### src/rtl/rr_arbiter8_pkg.sv
// Shared definitions for the 8-way round-robin arbiter: state encoding,
// requester count and index width.
package rr_arbiter8_pkg;
    localparam int NUM_REQ = 8;
    localparam int IDX_W   = 3;

    typedef enum logic {
        IDLE = 1'b0,
        BUSY = 1'b1
    } state_t;
endpackage

### src/rtl/rr_arbiter8_decoder3to8.sv
// Binary index to one-hot conversion used to form the registered grant vector.
module decoder3to8
    import rr_arbiter8_pkg::*;
(
    input  logic [IDX_W-1:0]   idx,
    output logic [NUM_REQ-1:0] onehot
);
    always_comb begin
        onehot      = '0;
        onehot[idx] = 1'b1;
    end
endmodule

### src/rtl/rr_arbiter8.sv
// Eight-requester round-robin arbiter with a bounded hold time and one
// mandatory idle cycle between owners.
module rr_arbiter8
    import rr_arbiter8_pkg::*;
#(
    parameter int MAX_HOLD = 16
) (
    input  logic               clk,
    input  logic               rst,
    input  logic [NUM_REQ-1:0] req,
    input  logic               done,
    output logic [NUM_REQ-1:0] grant,
    output logic [IDX_W-1:0]   grant_idx,
    output logic               grant_valid
);
    localparam logic [7:0] HOLD_LAST = 8'(MAX_HOLD - 1);

    state_t             state, state_next;
    logic [IDX_W-1:0]   ptr, ptr_next;
    logic [7:0]         hold_cnt, hold_cnt_next;
    logic [IDX_W-1:0]   idx_next;
    logic               valid_next;
    logic [NUM_REQ-1:0] onehot_next;
    logic [IDX_W-1:0]   sel;
    logic               found;
    logic               release_now;

    // Search upward from ptr, wrapping 7->0; first set request wins.
    always_comb begin
        found = 1'b0;
        sel   = ptr;
        for (int i = 0; i < NUM_REQ; i++) begin
            if (!found && req[ptr + IDX_W'(i)]) begin
                found = 1'b1;
                sel   = ptr + IDX_W'(i);
            end
        end
    end

    // done, a dropped request and timeout all collapse into one release.
    assign release_now = done || !req[grant_idx] || (hold_cnt == HOLD_LAST);

    always_comb begin
        state_next    = state;
        ptr_next      = ptr;
        hold_cnt_next = 8'd0;
        idx_next      = grant_idx;
        valid_next    = 1'b0;
        case (state)
            IDLE: begin
                if (found) begin
                    state_next = BUSY;
                    idx_next   = sel;
                    ptr_next   = sel + IDX_W'(1);
                    valid_next = 1'b1;
                end
            end
            BUSY: begin
                if (release_now) begin
                    state_next = IDLE;
                end else begin
                    hold_cnt_next = hold_cnt + 8'd1;
                    valid_next    = 1'b1;
                end
            end
            default: state_next = IDLE;
        endcase
    end

    decoder3to8 u_dec (
        .idx    (idx_next),
        .onehot (onehot_next)
    );

    always_ff @(posedge clk or posedge rst) begin
        if (rst) begin
            state       <= IDLE;
            ptr         <= '0;
            hold_cnt    <= 8'd0;
            grant       <= '0;
            grant_idx   <= '0;
            grant_valid <= 1'b0;
        end else begin
            state       <= state_next;
            ptr         <= ptr_next;
            hold_cnt    <= hold_cnt_next;
            grant       <= valid_next ? onehot_next : '0;
            grant_idx   <= idx_next;
            grant_valid <= valid_next;
        end
    end
endmodule

### config.mk
export PLATFORM = sky130hd
export DESIGN_NAME = rr_arbiter8
export DESIGN_NICKNAME = d
export VERILOG_FILES = /design/src/rtl/rr_arbiter8_pkg.sv /design/src/rtl/rr_arbiter8_decoder3to8.sv /design/src/rtl/rr_arbiter8.sv
export SDC_FILE = /design/constraint.sdc
export NUM_CORES = 1
export LEC_CHECK = 0
export ABC_CLOCK_PERIOD_IN_PS = 5770
export CORE_UTILIZATION = 45
export DETAILED_ROUTE_END_ITERATION = 6
export GPL_ROUTABILITY_DRIVEN = 0
export GPL_TIMING_DRIVEN = 0
export PLACE_DENSITY = 0.66
export RECOVER_POWER = 50
export SLEW_MARGIN = 20
export SYNTH_ARGS = -nofsm -noshare
export SYNTH_HDL_FRONTEND = slang
export SYNTH_HIERARCHICAL = 1
export SYNTH_SLANG_ARGS = --single-unit
### constraint.sdc
create_clock -name clk -period 5.77 [get_ports clk]
set_input_delay 0.577 -clock clk [delete_from_list [all_inputs] [get_ports clk]]
set_output_delay 0.577 -clock clk [all_outputs]
set_load 0.005 [all_outputs]
Word level (Yosys, flattened, before mapping)
Index checks and enable logic that the tools add are counted.
- shift-type cells: 0
- bitwise operators: 1
- divide/modulo/power cells: 0
- $add $sub $neg: 9
- $lt $le $gt $ge: 11
- multiply operators: 0
- mux-type cells: 43
- reductions and logical operators: 19
- equal/unequal tests: 1
- operators by type and width (operator ; count):
    $lt 3x4->1 const B ; 10
    $bmux 1 s3 ; 9
    $mux 3 ; 9
    $mux 8 ; 3
    $mux 1 ; 20
    $add 3x3->3 const B ; 4
    $add 8x1->8 const B ; 1
    $eq 8x4->1 const B ; 1
    $logic_and 1x1->1 ; 8
    $logic_not 1->1 ; 8
    $add 3x1->3 const B ; 2
    $add 3x2->3 const B ; 2
    $demux 1 s3 ; 1
    $ge 3x1->1 const B ; 1
    $logic_or 1x1->1 ; 2
    $pmux 1 s2 ; 1
    $reduce_and 2->1 ; 1
    $not 1->1 ; 1
- bits in read-only memories: 0
- output and inout bits: 12
- word-level logic and storage cells: 89
- memories: 0
- bits of input ports: 11
- bits in latches: 0
- register bits: 23
- RAM bits: 0

Depth between registers and ports, before layout
Gate-level depths: netlist (run 1).
- word-level depth: 31
- mapped depth: 16
- gate-level depth less buffers: 13

Modules after synthesis
The synthesis (run 1) kept the hierarchy.
- modules (own cells, without submodules) (module ; cells an instance ; area an instance (um2) ; sequential area each (um2) ; times used):
    rr_arbiter8 ; 176 ; 1984.4 ; 575.6 ; 1
    decoder3to8 ; 8 ; 65.1 ; 0.0 ; 1

Worst setup path before layout (run 1)
No wires, ideal clock.
- path kind: register to register
- start: register ptr[1]
- end: register grant[5]
- required time: 5.642 ns
- stages on the path, launching flop included: 15
- library setup time: 0.128 ns
- slack: 2.277 ns
- data arrival time: 3.365 ns
- clock period less this slack: 3.493 ns
- path buffers: 3
- cells stage by stage: dfrtp_1 -> buf_6 -> buf_2 -> inv_1 -> ha_1 -> clkbuf_4 -> mux4_2 -> nor3_2 -> nor4_4 -> nor3_2 -> a31oi_4 -> o311ai_1 -> o21ai_1 -> and3b_2 -> nor2b_2
- longest elaborated chain between the ends: 31
- elaborated cells on any way between the ends: 62
- those cells by class: add/sub (7); order compare (2); mux (38); reduce/logical (15)
- ends and longest elaborated chain (element ; line ; source):
    from (decl) ; rr_arbiter8.sv:19 ; logic [IDX_W-1:0] ptr, ptr_next;
    from (signal assigned) ; rr_arbiter8.sv:85 ; ptr <= ptr_next;
    parallel branches: the longest is 24 deep, another holds $add 3x1->3 ; - ;
    $mux 3 (*) ; rr_arbiter8.sv:51 ; if (found) begin
    $mux 3 (*) ; rr_arbiter8.sv:49 ; case (state)
    net idx_next[1] ; rr_arbiter8.sv:21 ; logic [IDX_W-1:0] idx_next;
    $lt 3x4->1 (not written as such) or $ge 3x1->1 (tied branches) ; rr_arbiter8_decoder3to8.sv:10 ; onehot[idx] = 1'b1;
    $logic_and 1x1->1 (not written as such) ; rr_arbiter8_decoder3to8.sv:10 ;
    $mux 1 (not written as such) ; rr_arbiter8_decoder3to8.sv:10 ;
    $demux 1 s3 (*) ; - ;
    net onehot_next[5] ; rr_arbiter8.sv:23 ; logic [NUM_REQ-1:0] onehot_next;
    $mux 8 (*) ; rr_arbiter8.sv:87 ; grant <= valid_next ? onehot_next : '0;
    to (signal assigned) ; rr_arbiter8.sv:87 ;
    to (decl) ; rr_arbiter8.sv:12 ; output logic [NUM_REQ-1:0] grant,
Mark *: on every way through the listed nets, which the timed path passes. The select of a mux whose other input is x is not followed.
A chain may end at the register's enable or synchronous reset.

Worst setup path in the final report (run 1)
- start: register ptr[1]
- end: register grant[3]
The elaborated chain is that of the path after synthesis.

==> impl_metrics.py, run 1 <==
metrics = {
    "run_status": {
        "status": "completed",
    },
    "drt": {
        "drc": 0,
        "wire_per_inst_um": 17.0,
        "routed_wl_mm": 4.46,
        "first_pass_iters": 4,
        "drt_iter0_markers": 96,
        "antenna_left": 0,
        "vias": 1582,
        "drt-vias-per-instance": 6.04,
    },
    "floorplan": {
        "fp.dieH_um": 69.5,
        "dieArea_um2": 4830,
        "fp.dieW_um": 69.5,
        "io_pins": 23,
        "num_rows": 24,
        "initial_utilization_pct": 47.1,
        "core_um2": 4350,
    },
    "power_and_ir_drop": {
        "vdd.ir_drop.worst_mv": 0.373,
        "total_power_mw": 1.65,
        "p_leak_nw": 0.990,
        "power_density_nw_per_um2": 695,
    },
    "clock_network": {
        "hold_buffers": 0,
        "cts.sinks": 23,
        "clk_latency_ps": 260,
        "cts-root-buf": "clkbuf_8",
        "post_cts_resized": 0,
        "postCtsSetupBuffers": 0,
        "clockBufferDepth": 2,
        "clk_pin_slew_ps": 80,
        "cts_tree": "done",
        "cts-htree-levels": 1,
        "cts_inserted_buffers": 3,
    },
    "timing": {
        "worst_hold_slack_ps": 456,
        "relSlewSlack_pct": 44.6,
        "rsz0062_at_grt": "false",
        "drv_slew": 0,
        "tns_ps": 0,
        "fin_crit_ps": 4130,
        "hold_viol_final": 0,
        "fin_crit_sh_pct": 71.6,
        "worst_slack_ps": 1640,
        "setup_viol": 0,
        "worst_pin_slew_ps": 829,
        "clock_skew_ps": 1.56,
        "fmax_mhz": 242,
    },
    "setup_path": {
        "cp.required_ps": 5910,
        "r2r_start": "ptr[1]",
        "critPathKind": "reg2reg",
        "worstPathArrival_ps": 4280,
        "startpoint": "ptr[1]",
        "end_kind": "register",
        "worstSetupStartpointType": "register",
        "crit_fanout": 10,
    },
    "cells_and_area": {
        "fin_area_um2": 2380,
        "stdcell_count": 262,
        "syn2layout_area_growth_pct": 16.2,
        "drive_above_1_share_pct": 26.2,
        "n_antenna_cell": 0,
        "utilization_pct": 54.7,
        "nets": 226,
    },
    "yosys": {
        "ys_types": 64,
        "yosys-top-cells-count": "dfrtp_1 (23), nor2_1 (15), nand2_1 (13)",
        "synth_top_area_share_pct": 28.1,
        "synth_most_common_cell": "dfrtp_1",
        "async_reset_ff_share_pct": 100,
        "yosysWarningCount": 6,
        "synth_edf_count": 0,
        "synth_ff_type": "dfrtp_1",
        "yosys-top-cells-area": "dfrtp_1 (28%), mux4_2 (12%), mux2i_1 (4.9%)",
        "synth_area_um2": 2050,
        "ys_seq_area_share_pct": 28.1,
        "ys_ff_latch": 23,
        "synthesis.nets": 199,
        "syn_avg_cell_area_um2": 11.1,
        "synth_top_area_cell": "dfrtp_1",
        "synth_cells": 184,
    },
    "global_routing": {
        "grt_max_degree": 24,
        "antenna_found_initial": 0,
        "overflow": 0,
        "grt_usage_pct": 19.7,
        "grt_pass1_vias": 1603,
        "grt_pass1_wl_mm": 7.82,
    },
    "place": {
        "dp_hpwl_mm": 3.42,
        "place_area_um2": 2330,
        "dp_slack_ps": 1690,
        "port_buffers": 22,
        "dp.cells": 258,
    },
    "run": {
        "max_cap_viol_count": 0,
    },
    "hold_path": {
        "hp-class": "reg2reg",
        "worstHoldStart": "hold_cnt[0]",
    },
}
==> layout by cell type, fill, tap and decap left out, types with 3 or more instances in the layout <==
cell type and n:
and3b_2 3, clkbuf_8 3, clkdlybuf4s50_1 15, dfrtp_1 23
dlygate4sd3_1 7, ha_1 4, inv_1 5, mux2_1 4
mux2i_1 10, mux4_2 11, nand2_1 13, nand3_1 7
nor2_1 15, nor2b_2 8, nor3b_1 3, o21ai_0 4
xnor2_1 5, xor2_1 6
==> final cells by class <==
type	count	area, um^2
clock inverter	1	5.00
fill	356	1970
multi-input combinational	147	1380
clock buffer	3	41.3
timing repair buffer	22	220
inverter	6	22.5
tap	52	65.1
buffer	8	67.6
sequential	23	576
==> state kept, by name, summed over array words and instances, names as in the netlist <==
signal	count
grant	8
hold_cnt	8
grant_idx	3
ptr	3
state	1
==> cells by family (layout without fill, tap and decap cells) <==
| kind of cell | count (synthesis) | count (layout) | share of synthesized area [%] |
|---|---|---|---|
| XOR/XNOR | 12 | 12 | 5.49 |
| flip-flops | 23 | 23 | 28.1 |
| multiplexers | 31 | 31 | 24.7 |
| buffers and inverters | 14 | 40 | 4.40 |
| adder cells (fa/ha/maj) | 4 | 4 | 2.44 |
| AND/OR/NAND/NOR | 73 | 73 | 24.1 |
| AO/OA/AOI/OAI | 27 | 27 | 10.9 |
==> where the power goes <==
group	switching [mW]	leakage, nW	internal (mW)
sequential	0.0337	0.305	0.208
clock	0.0479	0.0255	0.0481
combinational	0.699	0.659	0.617
==> worst max-delay path, cell delays in order, from the launching register on <==
cell,delay (ps)
dfrtp_1,370
buf_6,150
buf_2,240
inv_1,140
ha_1,390
clkbuf_4,260
mux4_2,420
nor4_2,340
nor4_4,130
nor4_1,440
o21ai_0,240
o22ai_1,470
and3b_2,270
nor2b_2,140
==> final timing paths <==
path / to / slack, ps / cells after the start
max in group asynchronous: ptr[0] / 4340 / 2
min: hold_cnt[0] / 460 / 1
max reg2reg: grant[3] / 1640 / 13
min reg2reg: hold_cnt[0] / 460 / 1
max: grant[3] / 1640 / 13
min in group asynchronous: grant[1] / 910 / 2
==> routing by layer <==
metal	part of all wire, %	track usage (%)	vias up
met5	0	0	-
met4	1.8	8.16	0
met3	2.5	1.74	10
met2	51	32.3	28
met1	45	26.8	789
li1	-	-	755
Note: power is estimated with default switching activity, not from simulation.
==> run 2: changes to the inputs <==
ABC_CLOCK_PERIOD_IN_PS = 4200   (was 5770)
clock period = 4.2 ns   (was 5.77 ns; I/O delays follow)
==> run 2 against run 1 <==
Compared with the run above: clock-buffer cell count is the same; wire length grew 0.94%; highest routed layer unchanged; core utilization rose by 0.37 points; critical endpoint is now grant[5]; critical path type unchanged; register-to-register slack worse by 1400 ps; critical path depth rose by 1; worst hold slack better by 1.9 ps; non-clock buffer count unchanged; sequential share of layout area down 0.16 points; die area stayed put; cell count stayed put.
==> impl_metrics.py, run 2 (synthesized netlist as in run 1, its figures left out) <==
metrics = {
    "drt": {
        "antenna_left": 0,
        "wire_per_inst_um": 17.2,
        "routed_wl_mm": 4.50,
        "first_pass_iters": 4,
        "vias": 1620,
        "drt-vias-per-instance": 6.18,
        "drt_iter0_markers": 87,
        "drc": 0,
    },
    "global_routing": {
        "grt_pass1_wl_mm": 7.82,
        "overflow": 0,
        "grt_max_degree": 24,
        "grt_pass1_vias": 1603,
        "antenna_found_initial": 0,
        "grt_usage_pct": 19.7,
    },
    "place": {
        "port_buffers": 22,
        "dp_slack_ps": 122,
        "dp_hpwl_mm": 3.42,
    },
    "run": {
        "max_cap_viol_count": 0,
    },
    "timing": {
        "worst_slack_ps": 263,
        "worst_pin_slew_ps": 833,
        "tns_ps": 0,
        "fmax_mhz": 254,
        "relSlewSlack_pct": 44.4,
        "fin_crit_ps": 3940,
        "hold_viol_final": 0,
        "clock_skew_ps": 2.99,
        "setup_viol": 0,
        "fin_crit_sh_pct": 93.7,
        "drv_slew": 0,
    },
    "hold_path": {
        "hold_depth": 1,
        "hp-class": "reg2reg",
        "holdPathEnd": "hold_cnt[0]",
        "worstHoldStart": "hold_cnt[0]",
    },
    "setup_path": {
        "crit_fanout": 10,
        "critPathKind": "reg2reg",
        "startpoint": "ptr[1]",
        "critPathMaxStageDelay_ps": 480,
        "r2r_cells": 14,
        "worstPathArrival_ps": 4080,
        "crit-reg2reg-capture": "grant[5]",
        "r2r_slack_ps": 260,
        "worstSetupStartpointType": "register",
        "r2r_start": "ptr[1]",
        "end_kind": "register",
        "critical_path.cell_chain": "buf_6, buf_2, inv_1, ha_1, clkbuf_4, mux4_2, nor4_2, nor4_4, nor3_2, a31oi_4, o311ai_1, o21ai_2, and3b_2, nor2b_2",
        "slowest_stage": "nor4_4",
        "cp.required_ps": 4340,
    },
    "clock_network": {
        "clockBufferDepth": 2,
        "cts.sinks": 23,
        "cts-root-buf": "clkbuf_8",
        "cts-htree-levels": 1,
        "cts_tree": "done",
        "cts_inserted_buffers": 3,
        "clk_latency_ps": 260,
        "clk_pin_slew_ps": 80,
    },
    "floorplan": {
        "core_um2": 4350,
        "io_pins": 23,
        "fp.dieW_um": 69.5,
        "fp.dieH_um": 69.5,
        "dieArea_um2": 4830,
        "initial_utilization_pct": 47.1,
        "num_rows": 24,
    },
    "cells_and_area": {
        "n_antenna_cell": 0,
        "syn2layout_area_growth_pct": 17.0,
        "reg_top3": "grant: 8 flops, hold_cnt: 8 flops",
        "regArea_um2": 576,
        "multi_input_area_um2": 1400,
        "fill_cells": 358,
        "drive_above_1_share_pct": 27.6,
        "layout_commonest_cell": "dfrtp_1",
        "nets": 226,
        "layout_common_cells": "dfrtp_1 (23), clkdlybuf4s50_1 (16), nor2_1 (15)",
    },
    "run_status": {
        "status": "completed",
    },
}
## run 2: final cells by class
cell class	count	area share, %
Multi-Input combinational cell	147	58.4
Inverter	6	0.939
Clock inverter	1	0.209
Timing Repair Buffer	22	9.19
Tap cell	52	2.71
Buffer	8	2.82
Clock buffer	3	1.72
Sequential cell	23	24.0
## run 2: per-stage QoR
stage               area, um^2  utilization [%]  hold WS [ps]  cells
floorplan                 2050                -           422    184
global placement          2330             53.6           446    258
detailed placement        2330             53.6           448    258
CTS                       2380             54.7           458    262
global route              2400             55.1           486    262
finish                    2400             55.1           458    262
## run 2: what timing repair did
| item | CTS | global route |
|---|---|---|
| setup buffers | 0 | 0 |
| gates resized for setup | 0 | 3 |
| hold buffers | 0 | 0 |
| setup endpoints to repair | 0 | 9 |
## run 2: worst max path at each step
stage,end,slack [ps],cells after the start
after floorplan,grant[5],710,14
after global placement,grant[5],240,14
after detailed placement,grant[3],120,13
after CTS,grant[3],100,13
after global routing,ptr[2],-1,15
final,grant[5],260,14
## run 2: worst max-delay path: cells and delay by family (launching register included)
kind | cells | cell delay [ps]
fa+ha+maj | 1 | 390
simple gates | 5 | 1070
buf+inv | 4 | 790
mux | 1 | 320
flops | 1 | 370
compound gates | 3 | 850
## run 2: metal layers
| metal | vias up | routed length [um] | GRT usage [%] |
|---|---|---|---|
| li1 | 748 | - | - |
| met1 | 818 | 2010 | 26.8 |
| met2 | 42 | 2260 | 32.3 |
| met3 | 12 | 133 | 1.74 |
| met4 | 0 | 92 | 8.16 |
| met5 | - | 0 | 0 |
Power of run 2 is left out: the tool's default activity adds up to more than one toggle a clock period on the data nets, which glitch-free logic cannot reach.
